[src/rtl/serial_subtractor_16bit.sv]
// ---------------------------------------------------------------------------
// serial_subtractor_16bit
//
// Bit-serial subtractor: computes a - b - bin one bit per clock, LSB first,
// using a single full-subtractor cell and shift registers. An operation is
// accepted from IDLE, runs for WIDTH cycles in RUN, then presents a one-cycle
// done pulse in DONE before returning to IDLE.
//
// Ports
//   clk    in   clock, all state changes on the rising edge
//   rst    in   asynchronous active-high reset
//   start  in   request a subtraction (honoured only in IDLE)
//   a      in   minuend, captured on the accepting edge
//   b      in   subtrahend, captured on the accepting edge
//   bin    in   borrow-in, captured on the accepting edge
//   busy   out  high while the operation is being computed (RUN)
//   done   out  one-cycle pulse when diff/bout/ovf carry a new result
//   diff   out  a - b - bin modulo 2^WIDTH, held until the next result
//   bout   out  borrow-out (unsigned a < b + bin), held with diff
//   ovf    out  two's-complement overflow of the subtraction, held with diff
// ---------------------------------------------------------------------------
module serial_subtractor_16bit #(
    parameter int WIDTH = 16
) (
    input  logic             clk,
    input  logic             rst,
    input  logic             start,
    input  logic [WIDTH-1:0] a,
    input  logic [WIDTH-1:0] b,
    input  logic             bin,
    output logic             busy,
    output logic             done,
    output logic [WIDTH-1:0] diff,
    output logic             bout,
    output logic             ovf
);

    // One extra counter bit so the count can reach WIDTH without wrapping.
    localparam int CNT_W = $clog2(WIDTH) + 1;

    typedef enum logic [1:0] {
        IDLE = 2'd0,
        RUN  = 2'd1,
        DONE = 2'd2
    } state_t;

    state_t           state_q, state_d;
    logic [WIDTH-1:0] minuend_q, minuend_d;
    logic [WIDTH-1:0] subtrahend_q, subtrahend_d;
    logic [WIDTH-1:0] result_q, result_d;
    logic [WIDTH-1:0] diff_q, diff_d;
    logic             borrow_q, borrow_d;
    logic             bout_q, bout_d;
    logic             ovf_q, ovf_d;
    logic [CNT_W-1:0] count_q, count_d;

    logic             diffBit;
    logic             borrowNext;
    logic             lastBit;
    logic [WIDTH-1:0] resultNext;

    // State register: reset drops straight back to IDLE, abandoning any
    // operation in flight without producing a done pulse.
    always_ff @(posedge clk or posedge rst) begin
        if (rst) begin
            state_q <= IDLE;
        end else begin
            state_q <= state_d;
        end
    end

    // Next-state logic: start only matters in IDLE; DONE always lasts one
    // cycle, so start is never queued behind a running operation.
    always_comb begin
        state_d = state_q;
        case (state_q)
            IDLE:    if (start) state_d = RUN;
            RUN:     if (lastBit) state_d = DONE;
            DONE:    state_d = IDLE;
            default: state_d = IDLE;
        endcase
    end

    // Full-subtractor cell on the current LSBs of the operand shift
    // registers. The new result bit enters at the MSB, so after WIDTH shifts
    // the result register holds the difference in natural bit order.
    always_comb begin
        diffBit    = minuend_q[0] ^ subtrahend_q[0] ^ borrow_q;
        borrowNext = (~minuend_q[0] & subtrahend_q[0])
                   | (~minuend_q[0] & borrow_q)
                   | (subtrahend_q[0] & borrow_q);
        resultNext = {diffBit, result_q[WIDTH-1:1]};
        lastBit    = (count_q == CNT_W'(WIDTH - 1));
    end

    // Datapath next-state. On the last bit, the operand LSBs are the
    // original sign bits, which is all the overflow rule needs, so no
    // separate copy of the operand MSBs is kept.
    always_comb begin
        minuend_d    = minuend_q;
        subtrahend_d = subtrahend_q;
        result_d     = result_q;
        borrow_d     = borrow_q;
        count_d      = count_q;
        diff_d       = diff_q;
        bout_d       = bout_q;
        ovf_d        = ovf_q;
        case (state_q)
            IDLE: begin
                if (start) begin
                    minuend_d    = a;
                    subtrahend_d = b;
                    borrow_d     = bin;
                    result_d     = '0;
                    count_d      = '0;
                end
            end
            RUN: begin
                minuend_d    = minuend_q >> 1;
                subtrahend_d = subtrahend_q >> 1;
                borrow_d     = borrowNext;
                result_d     = resultNext;
                count_d      = count_q + CNT_W'(1);
                if (lastBit) begin
                    diff_d = resultNext;
                    bout_d = borrowNext;
                    ovf_d  = (minuend_q[0] != subtrahend_q[0])
                           && (diffBit != minuend_q[0]);
                end
            end
            default: begin
            end
        endcase
    end

    // Datapath registers: everything, including the visible result, is
    // cleared by reset without waiting for a clock.
    always_ff @(posedge clk or posedge rst) begin
        if (rst) begin
            minuend_q    <= '0;
            subtrahend_q <= '0;
            result_q     <= '0;
            borrow_q     <= 1'b0;
            count_q      <= '0;
            diff_q       <= '0;
            bout_q       <= 1'b0;
            ovf_q        <= 1'b0;
        end else begin
            minuend_q    <= minuend_d;
            subtrahend_q <= subtrahend_d;
            result_q     <= result_d;
            borrow_q     <= borrow_d;
            count_q      <= count_d;
            diff_q       <= diff_d;
            bout_q       <= bout_d;
            ovf_q        <= ovf_d;
        end
    end

    // Outputs: status decoded from the state register, results straight
    // from their holding registers, so nothing combinational reaches a port.
    always_comb begin
        busy = (state_q == RUN);
        done = (state_q == DONE);
        diff = diff_q;
        bout = bout_q;
        ovf  = ovf_q;
    end

endmodule

[config.mk]
export PLATFORM = sky130hd
export DESIGN_NAME = serial_subtractor_16bit
export DESIGN_NICKNAME = d
export VERILOG_FILES = /design/src/rtl/serial_subtractor_16bit.sv
export SDC_FILE = /design/constraint.sdc
export NUM_CORES = 1
export LEC_CHECK = 0
export BUFFER_PORTS_ARGS = -buffer_cell sky130_fd_sc_hd__buf_2
export CAP_MARGIN = 30
export CORE_MARGIN = 5
export CORE_UTILIZATION = 35
export DETAILED_ROUTE_END_ITERATION = 12
export PLACE_DENSITY = 0.52
export SLEW_MARGIN = 20
export SYNTH_ARGS = -nofsm -noshare
export SYNTH_HDL_FRONTEND = slang
export SYNTH_SLANG_ARGS = --single-unit
[constraint.sdc]
create_clock -name clk -period 3.37 [get_ports clk]
set_clock_uncertainty 0.1 [all_clocks]
set_input_delay 0.674 -clock clk [delete_from_list [all_inputs] [get_ports clk]]
set_output_delay 0.674 -clock clk [all_outputs]
set_load 0.005 [all_outputs]
==> impl_metrics.tcl <==
set metrics [dict create \
    drv_cap 0 \
    worstSetupPathType "reg2out" \
    slew_headroom_pct 53.9 \
    grt_pass1_wl_um 11900 \
    grt_max_degree 61 \
    drc 0 \
    grt_pass1_vias 2297 \
    cts-root-buf "clkbuf_8" \
    dp_slack_ps 1300 \
    worst_pin_slew_ps 690 \
    ir_drop_v 0.000283 \
    clock_sinks 73 \
    yosysTopAreaCellShare_pct 54.0 \
    ys_warn_count 0 \
    max_clock_freq_ghz 0.469 \
    drt_iter0_markers 148 \
    layout-drive-gt1-share_pct 28.2 \
    rsz0062_at_grt "false" \
    areaGrowthSynthToFinish_pct 15.7 \
    cts_tree "done" \
    worstPathArrival_ps 1360 \
    syn-num-nets 335 \
    synth_edf_count 0 \
    ios 56 \
    p_leak_nw 1.94 \
    synth_ff_type "dfrtp_1" \
    yosysUniqueCellTypes 34 \
    crit_path_start_kind "flop" \
    postCtsSetupRepairBufs 0 \
    syn_avg_cell_area_um2 11.5 \
    setup-tns-final_ps 0 \
    gp_congestion 0.704 \
    reg2reg_depth 5 \
    final-hold-violation-count 0 \
    setup_viol 0 \
    dr.pass1.iters 4 \
    async_flop_share_pct 100 \
    synth-seq-cells 73 \
    cp.required_ps 2600 \
    ant_nets 0 \
    dpl.hpwl_um 4500 \
    holdBufCountCts 0 \
    fin_crit_ps 2130 \
    finalMaxSlewViolations 0 \
    via_per_inst 4.91 \
    synthesis.instances 295 \
    cts_made_buffers 9 \
    synth.area.top_cells "dfrtp_1 54%, mux2_4 6.7%, o21ai_0 5.3%, a22oi_1 4.7%, a21oi_1 4.4%" \
    power_mw 3.31 \
    power_density_nw_per_um2 844 \
    crit_fanout 39 \
    dieArea_um2 11700 \
    min_path_type "in2async" \
    globalRouteOverflowTotal 0 \
    yosysSeqAreaShare_pct 54.0 \
    finalWorstSetupSlack_ps 1240 \
    grtUsageTotal_pct 13.1 \
    core_um2 9330 \
    clkLatencyLatePin_ps 340 \
    critPathCaptureType "output pin" \
    clk_pin_slew_ps 70 \
    drt_wl_total_um 7060 \
    io_buffer_count 55 \
    clock_path_buffers 2 \
    start_util_pct 36.3 \
    rows 35 \
    diodes 0 \
    ctsResizeCount 0 \
    yosys.area.top_type "dfrtp_1" \
    antenna_found_initial 0 \
    wl_per_cell_um 14.8 \
    fin_nets 383 \
    die_w_um 108 \
    vias 2336 \
    die_h_um 108 \
    syn_area_um2 3380 \
    status "complete, no violations" \
    htree_levels 3 \
    fin_crit_sh_pct 63.2 \
]
## cells in the mapped netlist, types with 2 or more instances
| library cell | number |
|---|---|
| buf_4 | 5 |
| clkbuf_1 | 8 |
| buf_6 | 6 |
| inv_2 | 2 |
| nand2_1 | 16 |
| a2bb2oi_1 | 4 |
| buf_2 | 5 |
| o21ai_0 | 36 |
| a21oi_1 | 30 |
| dfrtp_1 | 73 |
| and3b_1 | 9 |
| a22oi_1 | 21 |
| inv_1 | 7 |
| ha_1 | 3 |
| mux2_4 | 15 |
| nor2b_1 | 20 |
| a22o_1 | 16 |
| and2b_1 | 3 |
## cells in the final DEF, fill, tap and decap left out, drive strengths merged, types with 3 or more instances in the layout
cell type  count
ha             3
nand2         16
a21oi         30
dfrtp         73
a22oi         21
o21ai         37
nor2b         20
a22o          16
clkbuf        10
and3b          9
mux2          16
inv            9
a2bb2oi        4
buf           61
and2b          3
clkinv         3
## power breakdown
| group | leakage [nW] | internal (mW) | switching (mW) |
|---|---|---|---|
| combinational | 0.886 | 0.584 | 0.575 |
| clock | 0.0981 | 0.356 | 0.315 |
| sequential | 0.952 | 1.24 | 0.239 |
| total | 1.94 | 2.18 | 1.13 |
## cells by family after synthesis
kind of cell             Yosys count  synth area share, %
AO/OA/AOI/OAI                    113                 21.1
adder cells (fa/ha/maj)            4                 1.70
multiplexers                      17                 7.28
AND/OR/NAND/NOR                   54                 9.91
buffers and inverters             33                 5.73
flip-flops                        73                 54.0
XOR/XNOR                           1                0.259
## layer usage
metal  GRT usage (%)  share of wire [%]  up-vias
li1                -                  -     1157
met1            18.7                 50     1112
met2            18.6                 43       61
met3            4.96                5.9        6
met4            3.52                1.2        0
met5               0                  0        -
## critical path, stage by stage, from the launching register on
cell,delay [ps]
dfrtp_1,340
buf_4,370
nor2b_1,180
buf_2,120
## state kept, by name, summed over array words and instances (netlist names)
signal,cells
diff,16
minuend_q,16
borrow_q,1
state_q,2
subtrahend_q,16
ovf,1
count_q,5
result_q,15
bout,1
## area by class of cell
cell class                      instances  area (um2)
Clock buffer                           10         138
Tap cell                              129         161
Clock inverter                          5        56.3
Timing Repair Buffer                   61         333
Multi-Input combinational cell        189        1370
Sequential cell                        73        1830
Inverter                                9        33.8
Fill cell                             917        5410
## metrics by stage
stage / utilization, % / area, um2 / cells / hold WS (ps)
after CTS: 42.0 / 3920 / 476 / 165
final: 42.0 / 3920 / 476 / 170
after floorplan: - / 3380 / 295 / 345
after global routing: 42.0 / 3920 / 476 / 169
after global placement: 39.9 / 3720 / 461 / 365
after detailed placement: 39.9 / 3720 / 461 / 374
## path summary, 6_finish.rpt
| check | from | to | slack (ps) |
|---|---|---|---|
| setup / recovery | state_q[1]$_DFFE_PP0P_ | done | 1240 |
| hold / removal | rst | diff[11]$_DFFE_PP0P_ | 170 |
| setup reg to reg | count_q[0]$_DFFE_PP0P_ | diff[15]$_DFFE_PP0P_ | 1390 |
| hold reg to reg | minuend_q[12]$_DFFE_PP0P_ | minuend_q[12]$_DFFE_PP0P_ | 380 |
| max in group asynchronous | rst | minuend_q[10]$_DFFE_PP0P_ | 2370 |
| min in group clk | minuend_q[12]$_DFFE_PP0P_ | minuend_q[12]$_DFFE_PP0P_ | 380 |
(Power assumes the default switching activity.)
